<file path="src/rtl/pc_sequencer.sv">
// Hack PC sequencer: fetch / execute / PC update control FSM.
// Drives PC strobes, detects self-loop halt and fetch timeouts.
module pc_sequencer #(
    parameter int unsigned FETCH_TIMEOUT     = 15,
    parameter bit          HALT_ON_SELF_LOOP = 1'b1
) (
    input  logic        clk,
    input  logic        reset,
    input  logic        run_en,
    input  logic [15:0] pc_value,
    output logic        fetch_req,
    input  logic        instr_ack,
    input  logic        exec_done,
    input  logic [2:0]  jump,
    input  logic        zr,
    input  logic        ng,
    input  logic [15:0] jump_target,
    output logic        pc_load,
    output logic        pc_inc,
    output logic        pc_reset,
    output logic        halted,
    output logic        fetch_err,
    output logic [15:0] retired
);

    typedef enum logic [2:0] {
        S_IDLE,
        S_FETCH,
        S_WAIT,
        S_EXEC,
        S_UPDATE,
        S_HALT
    } state_e;

    // Counter value seen in the last permitted WAIT cycle.
    localparam logic [7:0] TMO_LAST = 8'(FETCH_TIMEOUT - 1);

    state_e      state_q, state_d;
    logic [7:0]  tmo_q, tmo_d;
    logic        err_q, err_d;
    logic [15:0] retired_q, retired_d;
    logic [2:0]  jump_q, jump_d;
    logic        zr_q, zr_d;
    logic        ng_q, ng_d;
    logic [15:0] tgt_q, tgt_d;

    logic taken;
    logic self_loop;
    logic tmo_last;

    // Jump condition and halt detection from the captured bundle.
    always_comb begin
        taken = (jump_q[2] & ng_q)
              | (jump_q[1] & zr_q)
              | (jump_q[0] & ~zr_q & ~ng_q);
        self_loop = HALT_ON_SELF_LOOP
                  && taken
                  && (tgt_q == pc_value);
        tmo_last = (tmo_q == TMO_LAST);
    end

    // State, counters and capture registers.
    always_ff @(posedge clk) begin
        if (!reset) begin
            state_q   <= S_IDLE;
            tmo_q     <= 8'd0;
            err_q     <= 1'b0;
            retired_q <= 16'd0;
            jump_q    <= 3'd0;
            zr_q      <= 1'b0;
            ng_q      <= 1'b0;
            tgt_q     <= 16'd0;
        end else begin
            state_q   <= state_d;
            tmo_q     <= tmo_d;
            err_q     <= err_d;
            retired_q <= retired_d;
            jump_q    <= jump_d;
            zr_q      <= zr_d;
            ng_q      <= ng_d;
            tgt_q     <= tgt_d;
        end
    end

    // Next-state and datapath-register logic.
    always_comb begin
        state_d   = state_q;
        tmo_d     = tmo_q;
        err_d     = err_q;
        retired_d = retired_q;
        jump_d    = jump_q;
        zr_d      = zr_q;
        ng_d      = ng_q;
        tgt_d     = tgt_q;
        unique case (state_q)
            S_IDLE: begin
                if (run_en) begin
                    state_d = S_FETCH;
                end
            end
            S_FETCH: begin
                tmo_d = 8'd0;
                if (instr_ack) begin
                    state_d = S_EXEC;
                end else begin
                    state_d = S_WAIT;
                end
            end
            S_WAIT: begin
                if (instr_ack) begin
                    state_d = S_EXEC;
                end else if (tmo_last) begin
                    err_d   = 1'b1;
                    state_d = S_HALT;
                end else begin
                    tmo_d = tmo_q + 8'd1;
                end
            end
            S_EXEC: begin
                if (exec_done) begin
                    jump_d  = jump;
                    zr_d    = zr;
                    ng_d    = ng;
                    tgt_d   = jump_target;
                    state_d = S_UPDATE;
                end
            end
            S_UPDATE: begin
                retired_d = retired_q + 16'd1;
                if (self_loop) begin
                    state_d = S_HALT;
                end else begin
                    state_d = S_FETCH;
                end
            end
            S_HALT: begin
                state_d = S_HALT;
            end
            default: begin
                state_d = S_IDLE;
            end
        endcase
    end

    // Moore outputs; pc_reset also follows the raw reset input.
    always_comb begin
        fetch_req = 1'b0;
        pc_load   = 1'b0;
        pc_inc    = 1'b0;
        halted    = 1'b0;
        unique case (state_q)
            S_FETCH, S_WAIT: fetch_req = 1'b1;
            S_UPDATE: begin
                pc_load = taken;
                pc_inc  = ~taken;
            end
            S_HALT: halted = 1'b1;
            default: ;
        endcase
        pc_reset  = ~reset | (state_q == S_IDLE);
        fetch_err = err_q;
        retired   = retired_q;
    end

endmodule

</file>
<file path="config.mk">
export PLATFORM = sky130hd
export DESIGN_NAME = pc_sequencer
export DESIGN_NICKNAME = d
export VERILOG_FILES = /design/src/rtl/pc_sequencer.sv
export SDC_FILE = /design/constraint.sdc
export NUM_CORES = 1
export LEC_CHECK = 0
export ABC_AREA = 1
export CAP_MARGIN = 20
export CORE_MARGIN = 4
export CORE_UTILIZATION = 40
export CTS_CLUSTER_DIAMETER = 40
export DETAILED_ROUTE_END_ITERATION = 10
export GPL_TIMING_DRIVEN = 0
export MAX_ROUTING_LAYER = met4
export PLACE_DENSITY = 0.67
export SLEW_MARGIN = 20
export SYNTH_ARGS = -nofsm -noshare
export SYNTH_HDL_FRONTEND = slang
export SYNTH_SLANG_ARGS = --single-unit
export TNS_END_PERCENT = 5
</file>
<file path="constraint.sdc">
create_clock -name clk -period 2 [get_ports clk]
set_input_delay 0.4 -clock clk [delete_from_list [all_inputs] [get_ports clk]]
set_output_delay 0.4 -clock clk [all_outputs]
set_load 0.02 [all_outputs]
</file>
## Word level (Yosys, flattened, before mapping)

Cells that the tools add are included.

| word-level totals | value |
|---|---|
| register bits | 49 |
| input port bits | 42 |
| output and inout bits | 22 |
| logic and storage cells | 56 |

| cells by class | value |
|---|---|
| equal/unequal tests | 12 |
| multiplexer cells | 14 |
| add/subtract/negate cells | 2 |
| bitwise gates (word level) | 12 |
| reduce and logical (&&, ||, !) cells | 8 |

Operators by type and width:

| operator | count |
|---|---|
| $pmux 3 s6 | 1 |
| $add 16x1->16 const B | 1 |
| $eq 16x16->1 | 1 |
| $mux 8 | 2 |
| $pmux 8 s2 | 1 |
| $mux 3 | 5 |
| $reduce_and 3->1 | 3 |
| $add 8x1->8 const B | 1 |
| $eq 8x4->1 const B | 1 |
| $ne 2x2->1 const B | 4 |
| $eq 3x2->1 const B | 2 |
| $eq 3x3->1 const B | 2 |
| $mux 1 | 5 |
| $not 1->1 | 5 |
| $and 1x1->1 | 4 |
| $eq 3x1->1 const B | 1 |
| $logic_not 3->1 | 1 |
| $ne 3x3->1 const B | 1 |
| $or 1x1->1 | 3 |
| $reduce_and 2->1 | 1 |
| $reduce_bool 2->1 | 1 |
| $reduce_or 2->1 | 1 |
| $logic_and 1x1->1 | 1 |

## Logic depth before layout (Yosys ltp)

| logic depth | value |
|---|---|
| depth in word-level cells | 7 |
| mapped depth | 10 |
| depth with buffers taken out | 9 |

## Worst setup path before layout

Ideal clock, no wire load.

| timing | value |
|---|---|
| path kind | flip-flop to flip-flop |
| start | register tmo_q[0] |
| end | register tmo_q[7] |
| period minus slack after synthesis | 1.367 ns |
| stages on the path, launching flop included | 10 |
| setup slack | 0.633 ns |
| setup time | 0.128 ns |
| data arrival time | 1.239 ns |
| buffers on the path | 0 |
| required time | 1.872 ns |
| cell sequence | dfxtp_1 > inv_1 > ha_1 > nand3_1 > o21ai_2 > nand2_4 > inv_4 > nor2_1 > nor2_1 > nor2_1 |

| on the way | value |
|---|---|
| word-level cells in the longest chain between the ends | 4 |
| elaborated cells on any way between the ends | 7 |
| those cells by class | add/sub (1); eq/ne (2); mux (3); reduce/logical (1) |

Ends and longest elaborated chain:

| what | RTL line | text |
|---|---|---|
| start, declared | 39 | `logic [7:0] tmo_q, tmo_d;` |
| start signal, assigned | 75 | `tmo_q <= tmo_d;` |
| $add 8x1->8 | 116 | `tmo_d = tmo_q + 8'd1;` |
| $mux 8 | 112 | `end else if (tmo_last) begin` |
| $mux 8 | 110 | `if (instr_ack) begin` |
| $pmux 8 s2 | 95 | `unique case (state_q)` |

Several ways; a longest one is shown, not always the timed one. The select of a mux whose other input is x is not followed.
A chain may end at the register's enable or synchronous reset.

## Worst setup path in the final report

| timing | value |
|---|---|
| start | input reset |
| end | output pc_reset |

| on the way | value |
|---|---|
| word-level cells in the longest chain between the ends | 2 |

Ends and longest elaborated chain:

| what | RTL line | text |
|---|---|---|
| start, declared | 8 | `input logic reset,` |
| $not 1->1 | 160 | `pc_reset = ~reset \| (state_q == S_IDLE);` |
| $or 1x1->1 | 160 |  |
| end, declared | 20 | `output logic pc_reset,` |

Every way passes these cells.

==> results.cfg <==
[outcome]
outcome = finished, final reports clean

[floorplan]
core_um2 = 6390
ios = 64
initial_utilization = 0.415
dieArea_um2 = 8000
die_h_um = 89.4
die_x_um = 89.4
placementRows = 29

[setup_path]
cp_max_fo = 10
r2r_end = tmo_q[6]$_SDFFE_PN0P_
crit_required_ps = 1600
r2r_setup_slack_ps = 430
crit_start = reset
worstRegToRegCells = 9
startpoint_type = input port
setup.worst_path.end = pc_reset
r2r_start = tmo_q[0]$_SDFFE_PN0P_
cp-end-kind = output port
cp.arrival_ps = 1520
critPathKind = in2out

[pwr]
swShare = 0.370
leakagePower_nw = 1.45
p_int_mw = 1.68
pwr_density_cell_nw_per_um2 = 771
pwr-share-clk = 0.222
seqPwrFrac = 0.435
comb_power_share = 0.343
power_switching_uw = 985
vdd_ir_drop_max_mv = 0.461

[synth]
netlist.area_leader.share = 0.370
synth_ff_type = dfxtp_1
synthCells = 413
synth-edff-count = 0
synth_cell_types = 28
synth.area.top_cells = dfxtp_1, nand2_1, inv_1, nor2_1, a21oi_1
yosys_register_bits = 49
synthArstFlopShare = 0
synthTopCellsByCount = nand2_1, inv_1, nor2_1
syn_nets = 458
synth.avg_cell_area_um2 = 6.42
synth_top_area_cell = dfxtp_1
netlist_area_um2 = 2650
yosysWarnings = 0
synth_seq_area_share = 0.370
synth.most_common_cell = nand2_1

[timing]
skew_ps = 5.94
worst_slew_pin_slew_ps = 510
min_period_over_period = 0.962
slew_headroom = 0.660
setup_violations = 0
finalHoldViolCount = 0
fin_setup_tns_ps = 0
drv_slew = 0
whs_ps = 466
max_freq_mhz = 520
fin_crit_ps = 1920
grt_setup_unrepaired = false

[clocking]
cts_max_level = 2
clk_transition_reported_paths_ps = 100
clockBufferDepth = 2
cts_tree = built
clock_latency_ps = 300
ctsHoldBuffers = 0
cts.sinks = 49
ctsRootBufferMaster = clkbuf_8
numCtsBuffers = 5

[route]
wirelength_um = 6600
ant_nets = 0
drtPass1Iterations = 4
wire_per_inst_um = 11.8
viasPerCell = 4.75
drt_iter0_drc = 110
drc = 0
vias = 2661

[final_layout]
num_antenna_cells = 0
regArea_um2 = 981
nets = 527
area_growth_pct = 30.2
multiInputGateArea_um2 = 1340
layout.cells.non_filler = 560
final.fill_count = 656
drive_gt1_frac = 0.0621

[job]
drv_cap = 0

[min_path]
min_path_type = reg2reg

[grt]
track_usage = 0.177
grt_util_met3 = 0.0341
grt_pass1_vias = 2440
antenna_found_initial = 0
grt_use_met2 = 0.283
use_met1 = 0.232
gr-total-overflow = 0
grt_pass1_wl_um = 10900
grt_max_degree = 16
busiest_layer = met2

[place]
io_buffers = 62
dpl.hpwl_um = 5010
globalplace.congestion = 0.848
placed_cells_incl_taps = 552
==> placed cells by master, fill, tap and decap left out, drive strengths merged <==
master | synthesis | routed
a211oi | 1 | 1
buf | 4 | 5
dlymetal6s2s | 0 | 1
inv | 69 | 69
xnor2 | 4 | 4
ha | 3 | 3
nor2 | 55 | 55
o21ai | 26 | 26
nand3 | 29 | 29
clkdlybuf4s50 | 0 | 57
nand2 | 112 | 112
o21a | 1 | 1
a21oi | 38 | 38
xor2 | 3 | 3
clkinvlp | 0 | 2
clkinv | 1 | 1
dlygate4sd2 | 0 | 3
dfxtp | 49 | 49
clkbuf | 5 | 11
nand4 | 7 | 7
nor3 | 5 | 5
or2 | 1 | 1
==> critical path: stages <==
cell and delay (ps):
clkdlybuf4s50_1 530, buf_4 220, nand2_1 60, dlygate4sd2_1 310
==> repair_timing <==
| action | 4_1_cts | 5_1_grt |
|---|---|---|
| gates resized for setup | 6 | 4 |
| buffers inserted | 0 | 0 |
| setup endpoints to repair | 4 | 3 |
==> how the worst min path moves through the flow <==
stage	start	to	slack (ps)	cells after the start
CTS	jump_q[0]$_SDFFE_PN0P_	jump_q[0]$_SDFFE_PN0P_	470	2
global route	tgt_q[11]$_SDFFE_PN0P_	tgt_q[11]$_SDFFE_PN0P_	490	2
global placement	tgt_q[4]$_SDFFE_PN0P_	tgt_q[4]$_SDFFE_PN0P_	450	2
finish	jump_q[0]$_SDFFE_PN0P_	jump_q[0]$_SDFFE_PN0P_	470	2
floorplan	jump_q[2]$_SDFFE_PN0P_	jump_q[2]$_SDFFE_PN0P_	440	2
detailed placement	jump_q[0]$_SDFFE_PN0P_	jump_q[0]$_SDFFE_PN0P_	450	2
==> metal layers <==
layer	wire, um	vias to the layer above	part of all wire
met1	3230	1163	0.49
met3	352	6	0.053
met5	0	-	0
li1	-	1431	-
met4	34	0	0.0052
met2	2980	61	0.45
==> flip-flops by register name (all words and copies together), names as in the netlist <==
name       count
state_q        3
retired       16
tmo_q          8
ng_q           1
tgt_q         16
zr_q           1
fetch_err      1
jump_q         3
==> through the flow <==
step | util | area [um2] | setup WS [ps] | power [mW]
final | 0.541 | 3450 | 75.6 | 2.66
after global routing | 0.541 | 3450 | 20.1 | 2.86
after CTS | 0.541 | 3460 | 23.8 | 2.69
after detailed placement | 0.528 | 3370 | -437 | 2.13
after global placement | 0.528 | 3370 | -452 | 2.11
after floorplan | - | 2650 | 633 | 1.80
==> power by group through the flow <==
stage / registers (mW) / clock network (mW) / logic [mW]
floorplan: 1.18 / 0 / 0.622
global placement: 1.18 / 0 / 0.935
detailed placement: 1.18 / 0 / 0.944
CTS: 1.16 / 0.608 / 0.926
global route: 1.17 / 0.656 / 1.03
finish: 1.16 / 0.590 / 0.915
==> final cells by class <==
| type | instances | share of cell area |
|---|---|---|
| Timing Repair Buffer | 62 | 0.178 |
| Clock buffer | 6 | 0.0210 |
| Tap cell | 77 | 0.0279 |
| Clock inverter | 2 | 0.00435 |
| Inverter | 70 | 0.0768 |
| Buffer | 9 | 0.0196 |
| Sequential cell | 49 | 0.284 |
| Multi-Input combinational cell | 285 | 0.389 |
==> cell families (layout without fill, tap and decap cells) <==
group,count (synthesis),count (layout),synth area share
AO/OA/AOI/OAI,66,66,0.129
adder cells (fa/ha/maj),3,3,0.0142
buffers and inverters,79,149,0.124
flip-flops,49,49,0.370
AND/OR/NAND/NOR,209,209,0.340
XOR/XNOR,7,7,0.0231
No activity file was read; power rests on OpenSTA's default activity.
